===== src/rtl/stim_train_sequencer_if.sv =====
// Control/status bundle between a stimulation controller and the train sequencer.
// The controller side drives pattern config and plant flags; the sequencer drives keys and status.
interface stim_train_sequencer_if #(
    parameter int CNT_W = 24
);
    logic             start;
    logic             stop;
    logic [1:0]       mode;
    logic             chan_sel;
    logic [CNT_W-1:0] pulse_int_us;
    logic [3:0]       burst_len;
    logic [CNT_W-1:0] burst_int_us;
    logic [CNT_W-1:0] train_len;
    logic [CNT_W-1:0] num_trains;
    logic [CNT_W-1:0] iti_us;
    logic             cap_ready;
    logic             scr_busy;
    logic             hw_fault;
    logic [1:0]       charge_key;
    logic [1:0]       fire_key;
    logic             busy;
    logic             done;
    logic             cfg_err;
    logic             fault;
    logic [1:0]       fault_code;
    logic [CNT_W-1:0] pulse_cnt;

    modport master (
        output start, stop, mode, chan_sel, pulse_int_us, burst_len, burst_int_us,
               train_len, num_trains, iti_us, cap_ready, scr_busy, hw_fault,
        input  charge_key, fire_key, busy, done, cfg_err, fault, fault_code, pulse_cnt
    );

    modport slave (
        input  start, stop, mode, chan_sel, pulse_int_us, burst_len, burst_int_us,
               train_len, num_trains, iti_us, cap_ready, scr_busy, hw_fault,
        output charge_key, fire_key, busy, done, cfg_err, fault, fault_code, pulse_cnt
    );
endinterface


===== src/rtl/stim_train_sequencer.sv =====
// Stimulation pattern sequencer: turns a latched single/rTMS/TBS pattern into
// 1-cycle charge/fire key requests paced on a 1 us timebase, gated on capacitor ready.
module stim_train_sequencer #(
    parameter int CLK_PER_US = 50,
    parameter int CNT_W      = 24,
    parameter int MIN_INT_US = 300
) (
    input  logic                  sys_clk,
    input  logic                  sys_rst_n,
    stim_train_sequencer_if.slave bus
);

    localparam int               PRE_W   = (CLK_PER_US > 1) ? $clog2(CLK_PER_US) : 1;
    localparam logic [PRE_W-1:0] PRE_MAX = PRE_W'(CLK_PER_US - 1);
    localparam logic [CNT_W-1:0] MIN_INT = CNT_W'(MIN_INT_US);
    localparam logic [CNT_W-1:0] ONE     = CNT_W'(1);

    localparam logic [1:0] MODE_SINGLE = 2'b00;
    localparam logic [1:0] MODE_REP    = 2'b01;
    localparam logic [1:0] MODE_TBS    = 2'b10;
    localparam logic [1:0] MODE_RSVD   = 2'b11;

    localparam logic [1:0] FC_NONE    = 2'b00;
    localparam logic [1:0] FC_LATE    = 2'b01;
    localparam logic [1:0] FC_TIMEOUT = 2'b10;
    localparam logic [1:0] FC_HW      = 2'b11;

    typedef enum logic [2:0] {
        S_IDLE,
        S_CHARGE,
        S_ARM,
        S_DISCHG,
        S_FAULT
    } state_t;

    state_t r_state;
    state_t w_state_nxt;

    logic [1:0]       r_mode;
    logic             r_chan;
    logic [CNT_W-1:0] r_pulse_int;
    logic [3:0]       r_burst_len;
    logic [CNT_W-1:0] r_burst_int;
    logic [CNT_W-1:0] r_train_len;
    logic [CNT_W-1:0] r_num_trains;
    logic [CNT_W-1:0] r_iti;
    logic [CNT_W-1:0] r_next_int;

    logic [PRE_W-1:0] r_presc;
    logic [CNT_W-1:0] r_elapsed;
    logic [CNT_W-1:0] r_pulse_in_train;
    logic [3:0]       r_pulse_in_burst;
    logic [CNT_W-1:0] r_train_idx;
    logic             r_last;
    logic             r_seen_rise;

    logic [1:0]       r_charge_key;
    logic [1:0]       r_fire_key;
    logic             r_done;
    logic             r_cfg_err;
    logic [1:0]       r_fault_code;
    logic [CNT_W-1:0] r_pulse_cnt;

    logic             w_tick;
    logic             w_cfg_ok;
    logic             w_start_ok;
    logic             w_start_rej;
    logic             w_due;
    logic             w_fall;
    logic             w_timeout;
    logic             w_train_end;
    logic             w_burst_end;
    logic             w_last;
    logic [CNT_W-1:0] w_next_int;
    logic             w_charge_set;
    logic             w_fire_set;
    logic             w_done_set;
    logic [1:0]       w_fault_code_nxt;
    logic [1:0]       w_chan_mask;

    function automatic logic [CNT_W-1:0] sat_inc(input logic [CNT_W-1:0] v);
        return (&v) ? v : v + ONE;
    endfunction

    always_comb begin
        w_cfg_ok = 1'b1;
        if (bus.mode == MODE_RSVD)
            w_cfg_ok = 1'b0;
        if (bus.train_len == '0 || bus.num_trains == '0)
            w_cfg_ok = 1'b0;
        if ((bus.mode == MODE_REP || bus.mode == MODE_TBS) && bus.pulse_int_us < MIN_INT)
            w_cfg_ok = 1'b0;
        if (bus.mode == MODE_TBS && (bus.burst_len == 4'd0 || bus.burst_int_us < MIN_INT))
            w_cfg_ok = 1'b0;
        if (bus.num_trains > ONE && bus.iti_us < MIN_INT)
            w_cfg_ok = 1'b0;
    end

    assign w_start_ok  = (r_state == S_IDLE) && bus.start && !bus.stop && w_cfg_ok;
    assign w_start_rej = (r_state == S_IDLE) && bus.start && !bus.stop && !w_cfg_ok;

    // Timer is zero during the fire cycle, so firing on the cycle after
    // elapsed==next_int-1 at the last prescaler count gives exact next_int us spacing.
    assign w_tick    = (r_presc == PRE_MAX);
    assign w_timeout = (r_elapsed == r_next_int - ONE);
    assign w_due     = w_tick && w_timeout;
    assign w_fall    = r_seen_rise && !bus.scr_busy;

    assign w_train_end = (r_pulse_in_train + ONE == r_train_len);
    assign w_burst_end = (r_mode == MODE_TBS) && (r_pulse_in_burst + 4'd1 == r_burst_len);
    assign w_last      = (r_mode == MODE_SINGLE) ||
                         (w_train_end && (r_train_idx + ONE == r_num_trains));

    always_comb begin
        w_next_int = r_pulse_int;
        if (w_train_end || r_mode == MODE_SINGLE)
            w_next_int = r_iti;
        else if (w_burst_end)
            w_next_int = r_burst_int;
    end

    assign w_chan_mask = (r_state == S_IDLE) ? (bus.chan_sel ? 2'b10 : 2'b01)
                                             : (r_chan ? 2'b10 : 2'b01);

    always_ff @(posedge sys_clk or negedge sys_rst_n) begin
        if (!sys_rst_n)
            r_state <= S_IDLE;
        else
            r_state <= w_state_nxt;
    end

    // hw_fault outranks stop, which outranks the per-state late/timeout checks.
    always_comb begin
        w_state_nxt = r_state;
        if (r_state == S_IDLE) begin
            if (w_start_ok)
                w_state_nxt = S_CHARGE;
        end else if (bus.hw_fault) begin
            w_state_nxt = S_FAULT;
        end else if (bus.stop) begin
            w_state_nxt = S_IDLE;
        end else begin
            case (r_state)
                S_CHARGE: if (bus.cap_ready) w_state_nxt = S_DISCHG;
                S_ARM:    if (w_due) w_state_nxt = bus.cap_ready ? S_DISCHG : S_FAULT;
                S_DISCHG: begin
                    if (w_fall)
                        w_state_nxt = r_last ? S_IDLE : S_ARM;
                    else if (w_timeout)
                        w_state_nxt = S_FAULT;
                end
                default:  w_state_nxt = r_state;
            endcase
        end
    end

    always_comb begin
        w_charge_set     = 1'b0;
        w_fire_set       = 1'b0;
        w_done_set       = 1'b0;
        w_fault_code_nxt = r_fault_code;
        if (r_state == S_IDLE) begin
            w_charge_set = w_start_ok;
        end else if (bus.hw_fault) begin
            w_fault_code_nxt = FC_HW;
        end else if (bus.stop) begin
            w_fault_code_nxt = FC_NONE;
        end else begin
            case (r_state)
                S_CHARGE: w_fire_set = bus.cap_ready;
                S_ARM: begin
                    if (w_due) begin
                        if (bus.cap_ready)
                            w_fire_set = 1'b1;
                        else
                            w_fault_code_nxt = FC_LATE;
                    end
                end
                S_DISCHG: begin
                    if (w_fall) begin
                        if (r_last)
                            w_done_set = 1'b1;
                        else
                            w_charge_set = 1'b1;
                    end else if (w_timeout) begin
                        w_fault_code_nxt = FC_TIMEOUT;
                    end
                end
                default: ;
            endcase
        end
    end

    always_ff @(posedge sys_clk or negedge sys_rst_n) begin
        if (!sys_rst_n) begin
            r_charge_key <= 2'b00;
            r_fire_key   <= 2'b00;
            r_done       <= 1'b0;
            r_cfg_err    <= 1'b0;
            r_fault_code <= FC_NONE;
            r_pulse_cnt  <= '0;
        end else begin
            r_charge_key <= w_charge_set ? w_chan_mask : 2'b00;
            r_fire_key   <= w_fire_set ? w_chan_mask : 2'b00;
            r_done       <= w_done_set;
            r_cfg_err    <= w_start_rej;
            r_fault_code <= w_fault_code_nxt;
            if (w_start_ok)
                r_pulse_cnt <= '0;
            else if (w_fire_set)
                r_pulse_cnt <= sat_inc(r_pulse_cnt);
        end
    end

    always_ff @(posedge sys_clk or negedge sys_rst_n) begin
        if (!sys_rst_n) begin
            r_presc   <= '0;
            r_elapsed <= '0;
        end else if (w_fire_set) begin
            r_presc   <= '0;
            r_elapsed <= '0;
        end else if (w_tick) begin
            r_presc   <= '0;
            r_elapsed <= r_elapsed + ONE;
        end else begin
            r_presc   <= r_presc + PRE_W'(1);
        end
    end

    // Burst position restarts with every train, so a train may end mid-burst.
    always_ff @(posedge sys_clk or negedge sys_rst_n) begin
        if (!sys_rst_n) begin
            r_pulse_in_train <= '0;
            r_pulse_in_burst <= 4'd0;
            r_train_idx      <= '0;
            r_last           <= 1'b0;
            r_seen_rise      <= 1'b0;
        end else if (w_start_ok) begin
            r_pulse_in_train <= '0;
            r_pulse_in_burst <= 4'd0;
            r_train_idx      <= '0;
            r_last           <= 1'b0;
            r_seen_rise      <= 1'b0;
        end else if (w_fire_set) begin
            r_last      <= w_last;
            r_seen_rise <= 1'b0;
            if (w_train_end) begin
                r_pulse_in_train <= '0;
                r_pulse_in_burst <= 4'd0;
                r_train_idx      <= r_train_idx + ONE;
            end else begin
                r_pulse_in_train <= r_pulse_in_train + ONE;
                r_pulse_in_burst <= w_burst_end ? 4'd0 : r_pulse_in_burst + 4'd1;
            end
        end else if (r_state == S_DISCHG && bus.scr_busy) begin
            r_seen_rise <= 1'b1;
        end
    end

    always_ff @(posedge sys_clk) begin
        if (w_start_ok) begin
            r_mode       <= bus.mode;
            r_chan       <= bus.chan_sel;
            r_pulse_int  <= bus.pulse_int_us;
            r_burst_len  <= bus.burst_len;
            r_burst_int  <= bus.burst_int_us;
            r_train_len  <= bus.train_len;
            r_num_trains <= bus.num_trains;
            r_iti        <= bus.iti_us;
        end
        if (w_fire_set)
            r_next_int <= w_next_int;
    end

    assign bus.charge_key = r_charge_key;
    assign bus.fire_key   = r_fire_key;
    assign bus.busy       = (r_state != S_IDLE);
    assign bus.done       = r_done;
    assign bus.cfg_err    = r_cfg_err;
    assign bus.fault      = (r_state == S_FAULT);
    assign bus.fault_code = r_fault_code;
    assign bus.pulse_cnt  = r_pulse_cnt;

endmodule


===== src/flat_wrapper.sv =====
// flat-port wrapper written by rule: the top's interface ports become plain ports
module stim_train_sequencer_flat 
#(
    parameter int CLK_PER_US = 50,
    parameter int CNT_W      = 24,
    parameter int MIN_INT_US = 300
)
  (sys_clk, sys_rst_n, bus_start, bus_stop, bus_mode, bus_chan_sel, bus_pulse_int_us, bus_burst_len, bus_burst_int_us, bus_train_len, bus_num_trains, bus_iti_us, bus_cap_ready, bus_scr_busy, bus_hw_fault, bus_charge_key, bus_fire_key, bus_busy, bus_done, bus_cfg_err, bus_fault, bus_fault_code, bus_pulse_cnt);
  stim_train_sequencer_if #(.CNT_W(CNT_W)) bus_i ();
  input  logic sys_clk;
  input  logic sys_rst_n;
  input wire logic [$bits(bus_i.start)-1:0] bus_start;
  input wire logic [$bits(bus_i.stop)-1:0] bus_stop;
  input wire logic [$bits(bus_i.mode)-1:0] bus_mode;
  input wire logic [$bits(bus_i.chan_sel)-1:0] bus_chan_sel;
  input wire logic [$bits(bus_i.pulse_int_us)-1:0] bus_pulse_int_us;
  input wire logic [$bits(bus_i.burst_len)-1:0] bus_burst_len;
  input wire logic [$bits(bus_i.burst_int_us)-1:0] bus_burst_int_us;
  input wire logic [$bits(bus_i.train_len)-1:0] bus_train_len;
  input wire logic [$bits(bus_i.num_trains)-1:0] bus_num_trains;
  input wire logic [$bits(bus_i.iti_us)-1:0] bus_iti_us;
  input wire logic [$bits(bus_i.cap_ready)-1:0] bus_cap_ready;
  input wire logic [$bits(bus_i.scr_busy)-1:0] bus_scr_busy;
  input wire logic [$bits(bus_i.hw_fault)-1:0] bus_hw_fault;
  output wire logic [$bits(bus_i.charge_key)-1:0] bus_charge_key;
  output wire logic [$bits(bus_i.fire_key)-1:0] bus_fire_key;
  output wire logic [$bits(bus_i.busy)-1:0] bus_busy;
  output wire logic [$bits(bus_i.done)-1:0] bus_done;
  output wire logic [$bits(bus_i.cfg_err)-1:0] bus_cfg_err;
  output wire logic [$bits(bus_i.fault)-1:0] bus_fault;
  output wire logic [$bits(bus_i.fault_code)-1:0] bus_fault_code;
  output wire logic [$bits(bus_i.pulse_cnt)-1:0] bus_pulse_cnt;
  assign bus_i.start = bus_start;
  assign bus_i.stop = bus_stop;
  assign bus_i.mode = bus_mode;
  assign bus_i.chan_sel = bus_chan_sel;
  assign bus_i.pulse_int_us = bus_pulse_int_us;
  assign bus_i.burst_len = bus_burst_len;
  assign bus_i.burst_int_us = bus_burst_int_us;
  assign bus_i.train_len = bus_train_len;
  assign bus_i.num_trains = bus_num_trains;
  assign bus_i.iti_us = bus_iti_us;
  assign bus_i.cap_ready = bus_cap_ready;
  assign bus_i.scr_busy = bus_scr_busy;
  assign bus_i.hw_fault = bus_hw_fault;
  assign bus_charge_key = bus_i.charge_key;
  assign bus_fire_key = bus_i.fire_key;
  assign bus_busy = bus_i.busy;
  assign bus_done = bus_i.done;
  assign bus_cfg_err = bus_i.cfg_err;
  assign bus_fault = bus_i.fault;
  assign bus_fault_code = bus_i.fault_code;
  assign bus_pulse_cnt = bus_i.pulse_cnt;
  stim_train_sequencer #(.CLK_PER_US(CLK_PER_US), .CNT_W(CNT_W), .MIN_INT_US(MIN_INT_US)) u_core (.sys_clk(sys_clk), .sys_rst_n(sys_rst_n), .bus(bus_i));
endmodule

===== config.mk =====
export PLATFORM = sky130hd
export DESIGN_NAME = stim_train_sequencer_flat
export DESIGN_NICKNAME = d
export VERILOG_FILES = /design/src/rtl/stim_train_sequencer_if.sv /design/src/rtl/stim_train_sequencer.sv /design/src/flat_wrapper.sv
export SDC_FILE = /design/constraint.sdc
export NUM_CORES = 1
export LEC_CHECK = 0
export BUFFER_PORTS_ARGS = -buffer_cell sky130_fd_sc_hd__buf_2
export CAP_MARGIN = 20
export CORE_AREA = 2 2 203 205
export CTS_BUF_LIST = sky130_fd_sc_hd__clkbuf_16
export DETAILED_ROUTE_END_ITERATION = 8
export DIE_AREA = 0 0 205 207
export PLACE_DENSITY_LB_ADDON = 0.05
export SYNTH_ARGS = -nofsm -noshare
export SYNTH_HDL_FRONTEND = slang
export SYNTH_SLANG_ARGS = --single-unit

===== constraint.sdc =====
create_clock -name sys_clk -period 12.4 [get_ports sys_clk]
set_input_delay 3.1 -clock sys_clk [delete_from_list [all_inputs] [get_ports sys_clk]]
set_output_delay 3.1 -clock sys_clk [all_outputs]
set_load 0.005 [all_outputs]

==> results.yml <==
synth:
  synth_top_area_share_pct: 32.50
  seq_area_frac_synth_pct: 53.84
  synth_edf_count: 151
  ys_top_cells_by_area: "edfxtp_1, dfrtp_1, xnor2_1"
  avgSynthCellArea_sq_um: 10.47
  synthDistinctLibCells: 71
  synth.most_common_cell: "edfxtp_1"
  async_reset_ff_share_pct: 44.07
  synthFlopType: "edfxtp_1"
  syn_nets: 1476
  synth_area_leader_cell: "edfxtp_1"
  netlist_instances: 1332
  ys_top_cells_by_count: "edfxtp_1, dfrtp_1, nand2_1"
  ys_warn_count: 0
  synth-seq-cells: 270
  syn-cell-area_sq_um: 13950
die:
  fp.dieH_um: 207
  core_area_sq_um: 40370
  start_util_pct: 34.56
  die_w_um: 205
  ios: 168
  core.rowCount: 74
  die-area_sq_um: 42440
setup_path:
  cp.required_ns: 12.80
  rrSetupSlack_ns: 7.79
  end_kind: "flip-flop"
  cp-start-kind: "primary input"
  arrival_ns: 7.02
  crit_path_max_fanout: 67
  criticalPathCategory: "in2reg"
cells_and_area:
  antenna_cells: 0
  syn2layout_area_growth_pct: 17.36
  fin_cells: 2036
  postLayoutCoreUtil_pct: 40.56
  final_area_sq_um: 16370
  fin_nets: 1621
  drive_gt1_share_pct: 16.82
  fillers: 4038
pwr:
  p_sw_mw: 0.9065
  switching_share_pct: 32.55
  comb_power_share_pct: 21.6
  p_int_mw: 1.879
  p_seq_share_pct: 44.4
  clkPwrFrac_pct: 34.0
  power.density_nw_per_um2: 170.1
  finalPower_mw: 2.785
  p_leak_nw: 6.140
  ir_drop_mv: 0.07070
placed_design:
  dp_cells: 1970
  gp_congestion: 0.8075
  dpl_cell_area_sq_um: 15260
  dp_slack_ns: 5.104
  port_buffers: 167
  post-dp-hpwl_mm: 28.50
route:
  drt_iter0_drc: 738
  viasPerCell: 5.415
  drc_errors: 0
  drt_first_pass_iters: 6
  drtAntennaViolNets: 0
  routed-via-count: 11020
  postRouteWirelength_mm: 40.46
  wl_per_cell_um: 19.87
global_routing:
  first_global_vias: 10550
  grt_pass1_wl_mm: 63.88
  grt_antenna_before_repair: 1
  grt-ovfl-total: 0
  track_usage_pct: 19.40
  grt_max_degree: 96
timing:
  hold_viol_final: 0
  clock_skew_ns: 0.01476
  hold_slack_ns: 0.5003
  relSlewSlack_pct: 30.02
  rsz0062_at_grt: "false"
  worst_slew_pin_slew_ns: 1.047
  min_period_ns: 6.617
  min_period_over_period_pct: 53.36
  timing.final.ws_setup_ns: 5.783
  clock.fmax_mhz: 151.1
  drv_slew: 0
  finalSetupViolations: 0
  final.setup.tns_ns: 0
clocking:
  h-tree-depth: 2
  cts_tree: "yes"
  cts.path.max_buffers: 3
  numClockSinks: 270
  root_buffer: "clkbuf_16"
  cts_buffers: 35
  clkSlewWorstSetupHoldPaths_ns: 0.06
  clock_latency_ns: 0.54
  postCtsSetupRepairBufs: 0
  cts_resized: 0
  hold_buffers: 0
status:
  status: "completed"
min_path:
  holdCritPathClass: "reg2reg"
run:
  maxCapViolCount: 0
-- power by group through the flow --
stage	combinational [mW]	clock (mW)	sequential (mW)
floorplan	0.456	0	1.19
global placement	0.598	0	1.25
detailed placement	0.607	0	1.25
CTS	0.611	0.982	1.23
global route	0.676	1.02	1.26
finish	0.601	0.947	1.24
-- cells in the final DEF (no fill, tap or decap), types with 32 or more instances in the layout --
cell / count
o21ai_0: 73
nor2_1: 108
nand3_1: 58
nand4_1: 41
nor4_1: 40
a31oi_1: 33
nor3_1: 37
o31ai_1: 32
nand2_1: 118
edfxtp_1: 151
clkbuf_16: 38
buf_2: 166
a21oi_1: 48
inv_1: 32
xor2_1: 46
dfrtp_1: 119
xnor2_1: 87
-- logic make-up (layout without fill, tap and decap cells) --
family,after synthesis,count (layout),share of synthesized area (%)
buffers and inverters,96,268,2.852
AND/OR/NAND/NOR,531,531,19.86
AO/OA/AOI/OAI,283,283,13.42
multiplexers,8,8,0.6098
adder cells (fa/ha/maj),10,10,0.8968
XOR/XNOR,134,134,8.510
flip-flops,270,270,53.84
-- critical path, stage by stage --
cell and delay, ns:
buf_2 0.11, nor4_1 0.50, nand4_1 0.21, nor3_1 0.43, a311oi_1 0.16, nand4_1 0.16, buf_4 0.29, inv_6 0.23
nor2_1 0.39, nand3_1 0.80, o41ai_1 0.60
-- state kept, by name (all words and copies together) (netlist names), 6 cells and up --
name and flops:
u_core.r_pulse_int 24, u_core.r_elapsed 24, u_core.r_burst_int 24, u_core.bus.pulse_cnt 24, u_core.r_pulse_in_train 24, u_core.r_num_trains 24, u_core.r_train_idx 24, u_core.r_train_len 24
u_core.r_presc 6, u_core.r_next_int 24, u_core.r_iti 24
-- layer usage --
metal | vias to the layer above | GRT usage, % | share of wire (%)
li1 | 5323 | - | -
met3 | 55 | 3.272 | 5.5
met4 | 2 | 6.202 | 2.3
met5 | - | 0 | 0.032
met2 | 308 | 27.95 | 43
met1 | 5336 | 29.42 | 49
-- final timing paths --
path                                                        start                                      end  cells past startpoint
setup / recovery                                bus_num_trains[1]  u_core.r_pulse_in_train[14]$_DFFE_PN0P_                     11
hold / removal                        u_core.r_presc[0]$_DFF_PN0_              u_core.r_presc[0]$_DFF_PN0_                      1
setup reg to reg           u_core.r_pulse_in_train[0]$_DFFE_PN0P_  u_core.r_pulse_in_train[14]$_DFFE_PN0P_                     11
hold reg to reg                       u_core.r_presc[0]$_DFF_PN0_              u_core.r_presc[0]$_DFF_PN0_                      1
max in group asynchronous                               sys_rst_n        u_core.r_train_idx[6]$_DFFE_PN0P_                      3
min in group asynchronous                               sys_rst_n     u_core.bus.pulse_cnt[20]$_DFFE_PN0P_                      1
-- final cells by class --
type | count | area (sq um) | share of cell area (%)
Clock buffer | 38 | 950.9 | 5.807
Clock inverter | 26 | 120.1 | 0.7335
Inverter | 23 | 91.34 | 0.5578
Multi-Input combinational cell | 966 | 6066 | 37.04
Sequential cell | 270 | 7512 | 45.88
Tap cell | 532 | 665.6 | 4.065
Timing Repair Buffer | 181 | 968.4 | 5.914
(Power assumes the default switching activity.)
